**src/rtl/tag_rx_sched_if.sv**
```systemverilog
// Signal bundle between the tag RX burst scheduler, the configuration/statistics layer and the RX controller.
// Defining TAG_RX_SCHED_FIRSTPEAK_EN adds the first_peak_lat capture output.
interface tag_rx_sched_if #(
  parameter int CNT_WIDTH    = 32,
  parameter int NFRAME_WIDTH = 8,
  parameter int STAT_WIDTH   = 16
);
  logic                    enable;
  logic                    oneshot;
  logic [CNT_WIDTH-1:0]    search_len;
  logic [CNT_WIDTH-1:0]    guard_len;
  logic [NFRAME_WIDTH-1:0] nframes;
  logic                    clear_stats;
  logic [1:0]              rx_state;
  logic                    peak_detect_stb;
  logic                    run_rx;
  logic [2:0]              sched_state;
  logic [NFRAME_WIDTH-1:0] frame_count;
  logic                    lock_stb;
  logic                    burst_done_stb;
  logic                    timeout_stb;
  logic [STAT_WIDTH-1:0]   n_lock;
  logic [STAT_WIDTH-1:0]   n_timeout;
`ifdef TAG_RX_SCHED_FIRSTPEAK_EN
  logic [CNT_WIDTH-1:0]    first_peak_lat;
`endif

  // Configuration layer and controller side.
  modport master (
`ifdef TAG_RX_SCHED_FIRSTPEAK_EN
    input  first_peak_lat,
`endif
    output enable, oneshot, search_len, guard_len, nframes, clear_stats,
    output rx_state, peak_detect_stb,
    input  run_rx, sched_state, frame_count, lock_stb, burst_done_stb,
    input  timeout_stb, n_lock, n_timeout
  );

  // Scheduler side.
  modport slave (
`ifdef TAG_RX_SCHED_FIRSTPEAK_EN
    output first_peak_lat,
`endif
    input  enable, oneshot, search_len, guard_len, nframes, clear_stats,
    input  rx_state, peak_detect_stb,
    output run_rx, sched_state, frame_count, lock_stb, burst_done_stb,
    output timeout_stb, n_lock, n_timeout
  );
endinterface

```
**src/rtl/tag_rx_sched.sv**
```systemverilog
// Receive-window scheduler: arms the RX controller, bounds the preamble search, tracks N frames, then forces a guard gap.
// Optional TAG_RX_SCHED_FIRSTPEAK_EN builds the first-peak latency capture.
module tag_rx_sched #(
  parameter int CNT_WIDTH    = 32,
  parameter int NFRAME_WIDTH = 8,
  parameter int STAT_WIDTH   = 16
) (
  input  logic          clk,
  input  logic          reset_n,
  tag_rx_sched_if.slave bus
);

  typedef enum logic [2:0] {
    S_IDLE   = 3'd0,
    S_ARM    = 3'd1,
    S_SEARCH = 3'd2,
    S_TRACK  = 3'd3,
    S_GUARD  = 3'd4
  } state_t;

  localparam logic [1:0] RX_INIT     = 2'b00;
  localparam logic [1:0] RX_LOC_SYNC = 2'b01;
  localparam logic [1:0] RX_LOC_RX   = 2'b11;

  localparam logic [CNT_WIDTH-1:0]    CNT_ONE   = CNT_WIDTH'(1);
  localparam logic [NFRAME_WIDTH-1:0] FRAME_ONE = NFRAME_WIDTH'(1);
  localparam logic [STAT_WIDTH-1:0]   STAT_ONE  = STAT_WIDTH'(1);

  state_t                  state_q, state_d;
  logic [1:0]              rst_sync_q;
  logic [1:0]              rx_state_q;
  logic                    oneshot_latch_q;
  logic [CNT_WIDTH-1:0]    cnt_q, cnt_d;
  logic [NFRAME_WIDTH-1:0] frame_q, frame_d, frame_next;
  logic [STAT_WIDTH-1:0]   n_lock_q, n_lock_d;
  logic [STAT_WIDTH-1:0]   n_timeout_q, n_timeout_d;
  logic                    run_rx_q, run_rx_d;
  logic                    lock_stb_q, burst_done_stb_q, timeout_stb_q;
  logic                    ev_lock, ev_timeout, ev_burst, latch_set;
  logic                    search_expired, frame_done;
  logic [CNT_WIDTH-1:0]    guard_last;

  // Length inputs are compared live so a reprogrammed value applies on the next cycle.
  assign search_expired = (bus.search_len != '0) && (cnt_q == bus.search_len - CNT_ONE);
  assign guard_last     = (bus.guard_len == '0) ? '0 : bus.guard_len - CNT_ONE;
  assign frame_done     = (rx_state_q == RX_LOC_RX) && (bus.rx_state == RX_INIT);
  assign frame_next     = (frame_q == '1) ? frame_q : frame_q + FRAME_ONE;

  // The FSM may only leave IDLE once reset release has crossed two flops.
  always_ff @(posedge clk or negedge reset_n) begin
    if (!reset_n) begin
      rst_sync_q <= '0;
    end else begin
      // NOTE: sequential state uses non-blocking assignments so every flop samples pre-edge values.
      rst_sync_q <= {rst_sync_q[0], 1'b1};
    end
  end

  always_ff @(posedge clk or negedge reset_n) begin
    if (!reset_n) state_q <= S_IDLE;
    else          state_q <= state_d;
  end

  always_comb begin
    // NOTE: every combinational output is defaulted first so no path can infer a latch.
    state_d    = state_q;
    cnt_d      = cnt_q;
    frame_d    = frame_q;
    ev_lock    = 1'b0;
    ev_timeout = 1'b0;
    ev_burst   = 1'b0;
    latch_set  = 1'b0;

    unique case (state_q)
      S_IDLE: begin
        if (bus.enable && !oneshot_latch_q && rst_sync_q[1]) state_d = S_ARM;
      end
      S_ARM: begin
        cnt_d   = '0;
        frame_d = '0;
        state_d = bus.enable ? S_SEARCH : S_GUARD;
      end
      S_SEARCH: begin
        cnt_d = cnt_q + CNT_ONE;
        if (!bus.enable) begin
          state_d = S_GUARD;
        end else if (bus.rx_state == RX_LOC_SYNC) begin
          state_d = S_TRACK;
          ev_lock = 1'b1;
        end else if (search_expired) begin
          state_d    = S_GUARD;
          ev_timeout = 1'b1;
        end
      end
      S_TRACK: begin
        // Only consecutive INIT cycles count toward a lost-lock timeout.
        cnt_d = (bus.rx_state != RX_INIT) ? '0 : cnt_q + CNT_ONE;
        if (!bus.enable) begin
          state_d = S_GUARD;
        end else if (frame_done) begin
          frame_d = frame_next;
          if ((bus.nframes != '0) && (frame_next == bus.nframes)) begin
            state_d  = S_GUARD;
            ev_burst = 1'b1;
          end
        end else if ((bus.rx_state == RX_INIT) && search_expired) begin
          state_d    = S_GUARD;
          ev_timeout = 1'b1;
        end
      end
      S_GUARD: begin
        cnt_d = cnt_q + CNT_ONE;
        if (cnt_q >= guard_last) begin
          if (bus.oneshot) begin
            latch_set = 1'b1;
            state_d   = S_IDLE;
          end else if (bus.enable) begin
            state_d = S_ARM;
          end else begin
            state_d = S_IDLE;
          end
        end
      end
      default: state_d = S_IDLE;
    endcase

    if ((state_d != state_q) && ((state_d == S_GUARD) || (state_d == S_TRACK))) cnt_d = '0;
  end

  always_comb begin
    run_rx_d    = (state_d == S_ARM) || (state_d == S_SEARCH) || (state_d == S_TRACK);
    n_lock_d    = n_lock_q;
    n_timeout_d = n_timeout_q;
    // A clear coincident with an increment leaves the counter at zero.
    if (bus.clear_stats) begin
      n_lock_d    = '0;
      n_timeout_d = '0;
    end else begin
      if (ev_lock && (n_lock_q != '1))       n_lock_d    = n_lock_q + STAT_ONE;
      if (ev_timeout && (n_timeout_q != '1)) n_timeout_d = n_timeout_q + STAT_ONE;
    end
  end

  always_ff @(posedge clk or negedge reset_n) begin
    if (!reset_n) begin
      rx_state_q       <= '0;
      oneshot_latch_q  <= 1'b0;
      cnt_q            <= '0;
      frame_q          <= '0;
      n_lock_q         <= '0;
      n_timeout_q      <= '0;
      run_rx_q         <= 1'b0;
      lock_stb_q       <= 1'b0;
      burst_done_stb_q <= 1'b0;
      timeout_stb_q    <= 1'b0;
    end else begin
      rx_state_q       <= bus.rx_state;
      cnt_q            <= cnt_d;
      frame_q          <= frame_d;
      n_lock_q         <= n_lock_d;
      n_timeout_q      <= n_timeout_d;
      run_rx_q         <= run_rx_d;
      lock_stb_q       <= ev_lock;
      burst_done_stb_q <= ev_burst;
      timeout_stb_q    <= ev_timeout;
      if (!bus.enable)    oneshot_latch_q <= 1'b0;
      else if (latch_set) oneshot_latch_q <= 1'b1;
    end
  end

  assign bus.run_rx         = run_rx_q;
  assign bus.sched_state    = state_q;
  assign bus.frame_count    = frame_q;
  assign bus.lock_stb       = lock_stb_q;
  assign bus.burst_done_stb = burst_done_stb_q;
  assign bus.timeout_stb    = timeout_stb_q;
  assign bus.n_lock         = n_lock_q;
  assign bus.n_timeout      = n_timeout_q;

`ifdef TAG_RX_SCHED_FIRSTPEAK_EN
  logic [CNT_WIDTH-1:0] first_peak_q;
  logic                 peak_seen_q;

  // Latency of the first preamble peak within each search window.
  always_ff @(posedge clk or negedge reset_n) begin
    if (!reset_n) begin
      first_peak_q <= '0;
      peak_seen_q  <= 1'b0;
    end else if (state_q == S_ARM) begin
      first_peak_q <= '0;
      peak_seen_q  <= 1'b0;
    end else if ((state_q == S_SEARCH) && bus.peak_detect_stb && !peak_seen_q) begin
      first_peak_q <= cnt_q;
      peak_seen_q  <= 1'b1;
    end
  end

  assign bus.first_peak_lat = first_peak_q;
`endif

endmodule

```
**src/flat_wrapper.sv**
```systemverilog
// flat-port wrapper written by rule: the top's interface ports become plain ports
module tag_rx_sched_flat 
#(
  parameter int CNT_WIDTH    = 32,
  parameter int NFRAME_WIDTH = 8,
  parameter int STAT_WIDTH   = 16
)
  (clk, reset_n, bus_enable, bus_oneshot, bus_search_len, bus_guard_len, bus_nframes, bus_clear_stats, bus_rx_state, bus_peak_detect_stb, bus_run_rx, bus_sched_state, bus_frame_count, bus_lock_stb, bus_burst_done_stb, bus_timeout_stb, bus_n_lock, bus_n_timeout);
  tag_rx_sched_if #(.CNT_WIDTH(CNT_WIDTH), .NFRAME_WIDTH(NFRAME_WIDTH), .STAT_WIDTH(STAT_WIDTH)) bus_i ();
  input  logic clk;
  input  logic reset_n;
  input wire logic [$bits(bus_i.enable)-1:0] bus_enable;
  input wire logic [$bits(bus_i.oneshot)-1:0] bus_oneshot;
  input wire logic [$bits(bus_i.search_len)-1:0] bus_search_len;
  input wire logic [$bits(bus_i.guard_len)-1:0] bus_guard_len;
  input wire logic [$bits(bus_i.nframes)-1:0] bus_nframes;
  input wire logic [$bits(bus_i.clear_stats)-1:0] bus_clear_stats;
  input wire logic [$bits(bus_i.rx_state)-1:0] bus_rx_state;
  input wire logic [$bits(bus_i.peak_detect_stb)-1:0] bus_peak_detect_stb;
  output wire logic [$bits(bus_i.run_rx)-1:0] bus_run_rx;
  output wire logic [$bits(bus_i.sched_state)-1:0] bus_sched_state;
  output wire logic [$bits(bus_i.frame_count)-1:0] bus_frame_count;
  output wire logic [$bits(bus_i.lock_stb)-1:0] bus_lock_stb;
  output wire logic [$bits(bus_i.burst_done_stb)-1:0] bus_burst_done_stb;
  output wire logic [$bits(bus_i.timeout_stb)-1:0] bus_timeout_stb;
  output wire logic [$bits(bus_i.n_lock)-1:0] bus_n_lock;
  output wire logic [$bits(bus_i.n_timeout)-1:0] bus_n_timeout;
  assign bus_i.enable = bus_enable;
  assign bus_i.oneshot = bus_oneshot;
  assign bus_i.search_len = bus_search_len;
  assign bus_i.guard_len = bus_guard_len;
  assign bus_i.nframes = bus_nframes;
  assign bus_i.clear_stats = bus_clear_stats;
  assign bus_i.rx_state = bus_rx_state;
  assign bus_i.peak_detect_stb = bus_peak_detect_stb;
  assign bus_run_rx = bus_i.run_rx;
  assign bus_sched_state = bus_i.sched_state;
  assign bus_frame_count = bus_i.frame_count;
  assign bus_lock_stb = bus_i.lock_stb;
  assign bus_burst_done_stb = bus_i.burst_done_stb;
  assign bus_timeout_stb = bus_i.timeout_stb;
  assign bus_n_lock = bus_i.n_lock;
  assign bus_n_timeout = bus_i.n_timeout;
  tag_rx_sched #(.CNT_WIDTH(CNT_WIDTH), .NFRAME_WIDTH(NFRAME_WIDTH), .STAT_WIDTH(STAT_WIDTH)) u_core (.clk(clk), .reset_n(reset_n), .bus(bus_i));
endmodule
```
**config.mk**
```make
export PLATFORM = sky130hd
export DESIGN_NAME = tag_rx_sched_flat
export DESIGN_NICKNAME = d
export VERILOG_FILES = /design/src/rtl/tag_rx_sched_if.sv /design/src/rtl/tag_rx_sched.sv /design/src/flat_wrapper.sv
export SDC_FILE = /design/constraint.sdc
export NUM_CORES = 1
export LEC_CHECK = 0
export ABC_AREA = 1
export CORE_MARGIN = 4
export CORE_UTILIZATION = 51
export CTS_CLUSTER_DIAMETER = 100
export CTS_CLUSTER_SIZE = 10
export DETAILED_ROUTE_END_ITERATION = 10
export GPL_TIMING_DRIVEN = 0
export PLACE_DENSITY = 0.8
export RECOVER_POWER = 50
export SYNTH_ARGS = -nofsm -noshare
export SYNTH_HDL_FRONTEND = slang
export SYNTH_SLANG_ARGS = --single-unit
```
**constraint.sdc**
```tcl
create_clock -name clk -period 2.2 [get_ports clk]
set_input_delay 0.44 -clock clk [delete_from_list [all_inputs] [get_ports clk]]
set_output_delay 0.44 -clock clk [all_outputs]
set_load 0.02 [all_outputs]
```
==> results.json <==
{
  "required_ns": 2.47,
  "cp.arrival_ns": 4.41,
  "maxSlewHeadroom_pct": 24.5,
  "setup_viol": 57,
  "clk_pin_slew_ns": 0.06,
  "skew_ns": 0.00697,
  "clk_path_buf_depth": 2,
  "die_w_um": 140,
  "path_max_fanout": 10,
  "insertedDiodeCount": 0,
  "maxCapViolations": 0,
  "cts_inserted_buffers": 9,
  "violations": "setup timing",
  "finalPower_mw": 6.00,
  "die_area_sq_um": 19500,
  "grt-ovfl-total": 0,
  "yosys_warnings": 0,
  "status": "finished with violations",
  "rows": 47,
  "post-place-ws_ns": -3.07,
  "multiInputGateArea_sq_um": 7080,
  "core_area_sq_um": 16800,
  "final_util_pct": 77.7,
  "die_h_um": 140,
  "rsz0062_at_grt": "yes",
  "yosys_register_bits": 84,
  "clock_latency_ns": 0.35,
  "worstSetupEndpointType": "flip-flop",
  "ys_types": 57,
  "layout_min_cycle_time_ns": 4.15,
  "synthTopCellsByArea": "dfrtp_1, nand2_1, inv_1, nor2_1, nand3_1",
  "first_pass_iters": 8,
  "fin_crit_sh_pct": 188,
  "clkSinkCount": 84,
  "netlist_area_sq_um": 8860,
  "hpwl_um": 22200,
  "portBuffers": 125,
  "synthFlopType": "dfrtp_1",
  "pin_count": 127,
  "grt_pass1_vias": 10000,
  "hold_slack_ns": 0.358,
  "synth_edf_count": 0,
  "max_freq_ghz": 0.241,
  "initial_core_util_pct": 52.7,
  "synth-async-reset-ratio_pct": 100,
  "hold_path.class": "reg2reg",
  "fillerInstances": 1122,
  "drcViolationCount": 0,
  "finalMaxSlewViolations": 0,
  "root_buffer": "clkbuf_16",
  "grt_pass1_wl_um": 49900,
  "yosysTopAreaCell": "dfrtp_1",
  "postRouteAntennaNets": 0,
  "start_kind": "input pin",
  "gp_congestion": 1.01,
  "viasPerCell": 6.01,
  "fin_nets": 1734,
  "wl_um": 35300,
  "ys_seq_area_share_pct": 23.7,
  "final.setup.worst_slack_ns": -1.95,
  "p_leak_nw": 5.66,
  "grtUsageTotal_pct": 30.8,
  "hold_viol_final": 0,
  "wire_per_inst_um": 19.2,
  "vias": 11100,
  "syn-num-nets": 1475,
  "worst-slew-pin-transition_ns": 1.13,
  "critPathKind": "in2reg",
  "ir_drop_uv": 665,
  "syn_inst": 1355,
  "cts_tree": "yes",
  "fin_tns_setup_ns": -77.68,
  "regArea_sq_um": 2110,
  "antenna_found_initial": 0,
  "syn2layout_area_growth_pct": 47.6,
  "synth_top_area_share_pct": 23.7,
  "grt_max_degree": 67,
  "power_density_nw_per_um2": 459,
  "layout-drive-gt1-share_pct": 32.4,
  "drt-initial-drc-count": 1112,
  "htreeDepth": 3,
  "syn_area_per_cell_sq_um": 6.54
}
==> stage by stage <==
| step | std cells | cell area, sq um |
|---|---|---|
| 2_1_floorplan | 1355 | 9080 |
| 3_3_place_gp | 1700 | 10600 |
| 3_5_place_dp | 1701 | 10600 |
| 4_1_cts | 1787 | 12100 |
| 5_1_grt | 1839 | 13100 |
| 6_report | 1839 | 13100 |
==> per-layer routing <==
layer  GRT usage, %  wire length, um  up-vias  share of wire (%)
met4           13.0             1890        0                5.4
li1               -                -     4996                  -
met1           40.5            13400     5181                 38
met5              0                0        -                  0
met3           4.53             3240      163                9.2
met2           50.7            16800      712                 48
==> final timing paths <==
path	from	end	slack (ns)	cells after the start
min in group asynchronous	reset_n	u_core.rx_state_q[1]$_DFF_PN0_	0.81	2
hold reg to reg	u_core.rst_sync_q[0]$_DFF_PN0_	u_core.rst_sync_q[1]$_DFF_PN0_	0.36	0
setup reg to reg	u_core.cnt_q[1]$_DFFE_PN0P_	u_core.cnt_q[26]$_DFFE_PN0P_	-0.97	15
setup / recovery	bus_guard_len[13]	u_core.cnt_q[2]$_DFFE_PN0P_	-1.95	24
max in group asynchronous	reset_n	u_core.bus.n_lock[7]$_DFFE_PN0P_	0.19	3
hold / removal	u_core.rst_sync_q[0]$_DFF_PN0_	u_core.rst_sync_q[1]$_DFF_PN0_	0.36	0
==> kinds of logic after synthesis <==
logic type,Yosys count,share of synthesized area (%)
buffers and inverters,230,10.4
AOI/OAI and AO/OA,190,14.3
adders and majority gates,40,5.65
and+or+nand+nor,730,37.8
DFF,84,23.7
xor gates and xnor gates,80,8.12
other,1,0.0423
==> area by class of cell <==
cell class / count / area share, %
Tap cell: 220 / 2.11
Multi-Input combinational cell: 1042 / 54.2
Clock inverter: 7 / 0.392
Inverter: 206 / 6.23
Clock buffer: 9 / 1.72
Buffer: 22 / 1.64
Timing Repair Buffer: 249 / 17.6
Sequential cell: 84 / 16.1
==> cells in the mapped netlist (9+ instances only) <==
cell,instances
xor2_1,60
dfrtp_1,84
o31ai_2,9
or2_2,9
clkbuf_1,14
ha_1,40
nor3_1,40
nor2_1,191
nor4_1,16
nand2_1,279
a21oi_2,32
nand3_1,106
a21oi_1,42
xnor2_1,19
inv_1,201
nand4_1,37
o21ai_0,41
o22ai_1,23
nor2_4,9
==> what timing repair did <==
action	4_1_cts	5_1_grt
hold buffers	1	0
resized for setup	226	268
setup endpoints to repair	71	72
cloned	5	4
pin swaps	98	142
hold endpoints to repair	18	0
buffers inserted	64	55
==> layout by cell type, fill, tap and decap left out, types with 18 or more instances in the layout <==
cell / synthesis / routed
buf_4: 3 / 99
o21ai_0: 41 / 35
o22ai_1: 23 / 23
nor2_4: 9 / 43
inv_1: 201 / 171
nor2_1: 191 / 114
a21oi_2: 32 / 36
nand2_2: 8 / 52
xor2_1: 60 / 55
nor3_1: 40 / 27
a21oi_1: 42 / 33
nand3_2: 8 / 26
inv_2: 2 / 25
ha_1: 40 / 35
xnor2_1: 19 / 18
nand2_1: 279 / 229
nor2_2: 7 / 50
dfrtp_1: 84 / 81
nand3_1: 106 / 74
clkbuf_2: 0 / 21
nand4_1: 37 / 37
clkdlybuf4s50_1: 0 / 71
==> power breakdown <==
group	total [mW]	internal (mW)	switching, mW
registers	1.71	1.60	0.107
clock network	1.45	0.771	0.675
logic	2.84	1.19	1.65
total	6.00	3.57	2.43
==> registers in the layout, summed over array words and instances (netlist names), 2 cells and up <==
name	flops
u_core.cnt_q	32
u_core.bus.n_lock	16
u_core.bus.n_timeout	16
u_core.bus.frame_count	8
u_core.bus.sched_state	3
u_core.rst_sync_q	2
u_core.rx_state_q	2
==> worst max-delay path, stage by stage <==
cell and delay [ns]:
clkdlybuf4s50_1 0.47, nor2_1 0.11, inv_1 0.09, nor2_1 0.12, inv_1 0.11, nor2_2 0.20
nand3_1 0.29, clkbuf_2 0.32, nand2_1 0.14, ha_1 0.24, nand2_1 0.10, o21ai_1 0.08
nand2_1 0.06, o311ai_0 0.13, a211o_1 0.33, nand2_2 0.09, nand3_4 0.11, buf_6 0.15
a21oi_4 0.13, nand3_2 0.11, nand2_4 0.10, nand2_8 0.12, clkbuf_16 0.19, a21oi_2 0.15
(Power assumes the default switching activity.)
